## config.mk

```make
export PLATFORM = sky130hd
export DESIGN_NAME = pio_pipelined_adder
export DESIGN_NICKNAME = d
export VERILOG_FILES = /design/src/rtl/pio_pipelined_adder.sv
export SDC_FILE = /design/constraint.sdc
export NUM_CORES = 1
export LEC_CHECK = 0
export ABC_CLOCK_PERIOD_IN_PS = 7370
export BUFFER_PORTS_ARGS = -buffer_cell sky130_fd_sc_hd__buf_2
export CAP_MARGIN = 40
export CORE_MARGIN = 2
export CORE_UTILIZATION = 45
export DETAILED_ROUTE_END_ITERATION = 12
export PLACE_DENSITY = 0.76
export SYNTH_ARGS = -nofsm -noshare
export SYNTH_HDL_FRONTEND = slang
export SYNTH_SLANG_ARGS = --single-unit
```

## constraint.sdc

```tcl
create_clock -name clk -period 7.37 [get_ports clk]
set_input_delay 0.3685 -clock clk [delete_from_list [all_inputs] [get_ports clk]]
set_output_delay 0.3685 -clock clk [all_outputs]
set_load 0.01 [all_outputs]
```

## src/rtl/pio_pipelined_adder.sv

```systemverilog
// pio_pipelined_adder
//   Consumes the HPS PIO operand exports adder_a/adder_b and produces the
//   value fed back into the adder_sum PIO input. Any change on either operand
//   is captured and added in a carry-chained pipeline of DATA_W/SLICE_W slice
//   stages. The last result is held stable with a done pulse, a settled flag
//   and a completion count.
//
//   Optional feature macro: ADDER_OVF_EN
//     defined   : carry_out / ovf report unsigned carry and signed overflow of
//                 the current adder_sum, registered together with it.
//     undefined : carry_out / ovf are tied low.
//
// Ports
//   clk        system clock (same clock as the PIO exports)
//   reset      synchronous, active-high
//   adder_a    operand A
//   adder_b    operand B
//   adder_sum  registered result, held between completions
//   sum_done   one-cycle pulse on each adder_sum update
//   settled    result matches the captured operands, nothing in flight
//   add_count  completed additions, wraps
//   carry_out  carry out of the MSB (ADDER_OVF_EN)
//   ovf        signed overflow (ADDER_OVF_EN)
//
// Timing: the capture edge loads a_q/b_q and sets stage-0 valid; slices are
// added on the next N edges and adder_sum updates one edge later, giving
// N+1 edges from capture to result.

module pio_pipelined_adder #(
    parameter int DATA_W  = 64,
    parameter int SLICE_W = 16,
    parameter int CNT_W   = 32
) (
    input  logic              clk,
    input  logic              reset,
    input  logic [DATA_W-1:0] adder_a,
    input  logic [DATA_W-1:0] adder_b,
    output logic [DATA_W-1:0] adder_sum,
    output logic              sum_done,
    output logic              settled,
    output logic [CNT_W-1:0]  add_count,
    output logic              carry_out,
    output logic              ovf
);

    localparam int N = DATA_W / SLICE_W;

    logic [DATA_W-1:0] a_q;
    logic [DATA_W-1:0] b_q;
    logic              cmp;
    logic              done_seen;

    // st_v[0] is the capture stage; st_v[k] (k>=1) means slice k-1 is added.
    logic [N:0]        st_v;
    logic [DATA_W-1:0] st_a [1:N];
    logic [DATA_W-1:0] st_b [1:N];
    logic [DATA_W-1:0] st_s [1:N];
    logic              st_c [1:N];

    // Inputs to each slice adder and the values it hands to the next stage.
    logic [DATA_W-1:0] src_a [0:N-1];
    logic [DATA_W-1:0] src_b [0:N-1];
    logic [DATA_W-1:0] src_s [0:N-1];
    logic              src_c [0:N-1];
    logic [DATA_W-1:0] nxt_s [0:N-1];
    logic              nxt_c [0:N-1];

    assign cmp = (adder_a != a_q) || (adder_b != b_q);

    for (genvar k = 0; k < N; k++) begin : g_slice
        logic [SLICE_W:0] part;

        if (k == 0) begin : g_first
            assign src_a[k] = a_q;
            assign src_b[k] = b_q;
            assign src_s[k] = '0;
            assign src_c[k] = 1'b0;
        end else begin : g_rest
            assign src_a[k] = st_a[k];
            assign src_b[k] = st_b[k];
            assign src_s[k] = st_s[k];
            assign src_c[k] = st_c[k];
        end

        assign part = {1'b0, src_a[k][k*SLICE_W +: SLICE_W]}
                    + {1'b0, src_b[k][k*SLICE_W +: SLICE_W]}
                    + {{SLICE_W{1'b0}}, src_c[k]};

        // Slices above k are still zero in src_s, so OR-ing places this one.
        assign nxt_s[k] = src_s[k] | (DATA_W'(part[SLICE_W-1:0]) << (k*SLICE_W));
        assign nxt_c[k] = part[SLICE_W];
    end

    always_ff @(posedge clk) begin
        if (reset) begin
            a_q       <= '0;
            b_q       <= '0;
            st_v      <= '0;
            adder_sum <= '0;
            sum_done  <= 1'b0;
            settled   <= 1'b0;
            add_count <= '0;
            done_seen <= 1'b0;
            for (int k = 1; k <= N; k++) begin
                st_a[k] <= '0;
                st_b[k] <= '0;
                st_s[k] <= '0;
                st_c[k] <= 1'b0;
            end
        end else begin
            if (cmp) begin
                a_q <= adder_a;
                b_q <= adder_b;
            end
            st_v <= {st_v[N-1:0], cmp};
            for (int k = 0; k < N; k++) begin
                st_a[k+1] <= src_a[k];
                st_b[k+1] <= src_b[k];
                st_s[k+1] <= nxt_s[k];
                st_c[k+1] <= nxt_c[k];
            end

            if (st_v[N]) begin
                adder_sum <= st_s[N];
                sum_done  <= 1'b1;
                add_count <= add_count + CNT_W'(1);
                done_seen <= 1'b1;
            end else begin
                sum_done  <= 1'b0;
            end

            // Looks at pre-edge state, so a completing add keeps settled low
            // for this edge and it rises on the following one.
            settled <= !cmp && (st_v == '0) && done_seen;
        end
    end

`ifdef ADDER_OVF_EN
    always_ff @(posedge clk) begin
        if (reset) begin
            carry_out <= 1'b0;
            ovf       <= 1'b0;
        end else if (st_v[N]) begin
            carry_out <= st_c[N];
            ovf       <= (st_a[N][DATA_W-1] == st_b[N][DATA_W-1])
                      && (st_s[N][DATA_W-1] != st_a[N][DATA_W-1]);
        end
    end
`else
    assign carry_out = 1'b0;
    assign ovf       = 1'b0;
`endif

endmodule
```

# Word-level counts from Yosys, hierarchy flattened
# Memory sizes are Yosys's and may differ from the RTL's. A register that Yosys moved wholly into a read port is not among the register bits.
# Index checks and enable logic that the tools add are counted.
[totals]
regBits = 168
ramBits = 772
in_bits = 130
out_inout_bits = 100
elab_cells = 65
n_memories = 4
[mem_list]
columns = ["memory", "words", "width", "rd", "rd_clocked_by_memory_dff", "write_ports", "line", "source"]
rows = [
  ["st_a", 4, 64, 3, 0, 4, "55", "logic [DATA_W-1:0] st_a [1:N];"],
  ["st_b", 4, 64, 3, 0, 4, "56", "logic [DATA_W-1:0] st_b [1:N];"],
  ["st_s", 4, 64, 4, 1, 4, "57", "logic [DATA_W-1:0] st_s [1:N];"],
  ["st_c", 4, 1, 3, 0, 4, "58", "logic st_c [1:N];"],
]
[classes]
n_addsub = 8
n_eq_ne = 2
n_mux = 20
n_bitwise = 19
n_reduce_logical = 5
[op_table]
columns = ["op", "count"]
rows = [
  ["64-bit two-way mux", 12],
  ["64-bit != test", 2],
  ["16-bit by 16-bit adder with 17-bit output", 4],
  ["64-bit by 32-bit bitwise OR with 64-bit output", 1],
  ["64-bit by 48-bit bitwise OR with 64-bit output", 1],
  ["64-bit bitwise OR", 1],
  ["17-bit by 1-bit adder with 17-bit output", 3],
  ["32-bit by 1-bit adder with 32-bit output (second input constant)", 1],
  ["1-bit bitwise OR", 16],
  ["1-bit two-way mux", 8],
  ["5-bit zero test", 1],
  ["1-bit logical AND", 2],
  ["1-bit zero test", 1],
  ["1-bit logical OR", 1],
]

# Depth between registers and ports, before layout
[depth]
word_depth = 5
depth_mapped = 9
depth_no_buf = 9

# Least setup slack after synthesis
# OpenSTA, ideal clock, no wires.
[synth_timing]
path_kind = "register -> register"
startpoint = "register st_a[0][80] (netlist name)"
endpoint = "memory st_s[2][28]"
setup_time_ps = 128
t_arrival_ps = 2372
t_required_ps = 7242
path_slack_ps = 4870
path_stages_with_launch = 9
path_buffers = 0
synth_period_minus_slack_ps = 2500
path_cell_list = "dfxtp_1 -> fa_1 -> fa_1 -> a211oi_1 -> o211ai_1 -> o2111a_1 -> o41ai_1 -> xor2_1 -> nor2_1"
[synth_lines]
columns = ["element", "line"]
rows = [
  ["to (decl)", "57"],
]

==> metrics.yaml <==
synth_edf_count: 0
gr-total-overflow: 0
fin_crit_ns: 2.84
drtPass1Iterations: 5
finalHoldViolations: 0
drt-total-wl_mm: 47.3
synth_xor_xnor_area_share: 0.0818
io_pins: 230
setup_viol: 0
critPathKind: "reg2reg"
gp_congestion: 0.903
timing.rr.start: "st_a[0][80]"
finalPower_mw: 6.75
cts_tree: "yes"
detailedPlace.worstSlack_ns: 4.60
async_flop_share: 0
grt_pass1_vias: 13700
max_cap_violations: 0
final.setup.worst_slack_ns: 4.53
synth_area_leaders: "dfxtp_1, nor2b_1, xnor2_1"
area_growth_pct: 20.7
synthAdderAreaFrac: 0.0435
num-nets-final: 2437
synth.most_common_cell: "dfxtp_1"
reg2regPathDepth: 8
start_util: 0.457
die-area_um2: 47900
synth-seq-cells: 587
synthCells: 1959
tightest_slew_ns: 1.11
yosys-top-cells-count: "dfxtp_1, nor2b_1, nor2_1"
cts_sinks: 587
cts_root_buf: "clkbuf_16"
regToRegEndpoint: "st_s[2][28]"
status: "finished, final reports clean"
min_to: "b_q[44]"
yosysWarnings: 0
vias_per_cell: 4.83
synthFlopType: "dfxtp_1"
cp_data_required_time_ns: 7.80
worst_path_largest_cell_delay_ns: 0.54
yosysSeqAreaShare: 0.566
ys_types: 53
r2r_setup_slack_ns: 4.53
leakage_nw: 10.1
fmax_ghz: 0.353
die_w_um: 219
cts_buffers: 57
dp.final_hpwl_mm: 34.4
clk_pin_slew_worst_paths_ns: 0.06
crit_fanout: 3
finalInstanceArea_um2: 25100
drt-wirelength-per-cell_um: 16.4
holdCritPathClass: "in2reg"
worstHoldStart: "adder_b[44]"
num_rows: 78
rsz0062_at_grt: "no"
synth-compound-area-share: 0.0466
place_area_um2: 22400
finalCritPeriodShare: 0.385
synth_top_cell_area_share: 0.566
drtAntennaViolNets: 0
vias: 13900
clk_path_buf_depth: 3
io_buffer_count: 227
placedCellCount: 2712
synth_top_area_cell: "dfxtp_1"
h-tree-depth: 2
drive_gt1_frac: 0.144
grt_pass1_wl_mm: 73.0
cts_setup_buffers: 0
clock_latency_ns: 0.61
fin_skew_ns: 0.0245
final_cells: 2886
drt-initial-drc-count: 853
grt_antenna_before_repair: 6
cp_common_cell: "fa_1"
crit_chain: "fa_1, fa_1, a211oi_1, o211ai_1, o2111a_1, o41ai_1, xor2_1, nor2_1"
crit_path_end_kind: "flop"
synth_area_per_cell_um2: 10.6
grt_max_degree: 257
synth_mux_area_frac: 0.0340
hold_path_depth: 2
slowest_stage: "o41ai_1"
netlist_area_um2: 20800
slew_viol_final: 0
critPathLaunchType: "flop"
irDropWorstVdd_mv: 0.197
track_usage: 0.195
fin_setup_tns_ns: 0
drc: 0
max_slew_margin: 0.263
core_um2: 45500
synth_top_family_by_area: "simple AND/OR/NAND/NOR gates"
worstPathArrival_ns: 3.27
fp.dieH_um: 219
synthSimpleGateAreaFrac: 0.209
power_density_nw_per_um2: 270
## where the power goes
group	total, mW	leakage [nW]	switching (mW)	internal, mW
combinational	0.416	4.35	0.221	0.195
sequential	3.33	4.80	0.0492	3.28
clock	3.01	0.947	1.20	1.81
total	6.75	10.1	1.47	5.28
## worst max-delay path by stage
| stage | end | cells after the start | from | slack (ns) |
|---|---|---|---|---|
| after floorplan | st_s[2][28] | 8 | st_a[0][80] | 4.87 |
| after global placement | st_s[2][28] | 8 | st_a[0][80] | 4.64 |
| after detailed placement | st_s[2][28] | 8 | st_a[0][80] | 4.60 |
| after CTS | st_s[2][28] | 8 | st_a[0][80] | 4.56 |
| after global routing | st_s[2][28] | 8 | st_a[0][80] | 4.37 |
| final | st_s[2][28] | 8 | st_a[0][80] | 4.53 |
## layout by cell type, fill, tap and decap left out, types with 3 or more instances in the layout
cell type / instances
nor4_1: 13
a21oi_1: 51
nand2_1: 38
bufinv_16: 8
a21o_1: 14
clkbuf_8: 8
o21bai_1: 4
ha_1: 61
fa_1: 7
mux2i_1: 65
a31oi_1: 3
clkbuf_16: 58
nand2b_1: 5
nand3_1: 15
nor3_1: 22
a311o_1: 3
o21a_1: 7
and3_1: 3
xnor2_1: 165
o211ai_1: 5
inv_1: 24
dlygate4sd3_1: 68
a211oi_1: 16
nand4_1: 43
mux2_2: 5
clkinvlp_4: 4
o21ai_0: 45
buf_2: 226
xor2_1: 29
nor2b_1: 438
nor2_1: 175
clkbuf_1: 16
dfxtp_1: 586
clkinv_2: 8
or3_1: 10
## sequential cells by signal, indices dropped and copies added (netlist names)
register   flops
st_b          96
sum_done       1
done_seen      1
adder_sum     64
st_a          96
settled        1
st_c           3
add_count     32
b_q           64
st_s         160
a_q           64
st_v           5
## routing by layer
layer	share of wire	GRT usage
met5	0	0
met3	0.052	0.0355
met4	0.026	0.0613
met1	0.45	0.253
met2	0.47	0.330
## cells by family (layout without fill, tap and decap cells)
group	after synthesis	count (layout)
AND/OR/NAND/NOR	778	778
AO/OA/AOI/OAI	159	159
other	1	4
buffers and inverters	102	426
multiplexers	70	70
adder cells (fa/ha/maj)	68	68
XOR/XNOR	194	194
flip-flops	587	587
## cell type report
type,instances,area [µm²]
fill,3912,20400
sequential,587,11800
multi-input combinational,1271,8620
timing repair buffer,298,1870
clock buffer,82,1620
tap,600,751
clock inverter,22,335
inverter,24,90.1
antenna,2,5.00
## metrics by stage
step | utilization | hold slack, ns
6_report | 0.551 | 0.0247
3_3_place_gp | 0.493 | 0.417
5_1_grt | 0.551 | 0.00483
3_5_place_dp | 0.493 | 0.421
2_1_floorplan | - | 0.414
4_1_cts | 0.551 | 0.000249
## critical path, delay by kind of cell, from the launching register on
kind                     cells  cell delay (ns)
flip-flops                   1             0.32
adder cells (fa/ha/maj)      2             0.91
XOR/XNOR                     1             0.20
AND/OR/NAND/NOR              1             0.06
AO/OA/AOI/OAI                4             1.21
## what timing repair did
item                                    4_1_cts  5_1_grt
endpoints found under the setup margin        0        0
endpoints found under the hold margin        67        1
resized for setup                             0        0
hold buffers                                 67        1
Power figures use the tool's default switching activity.
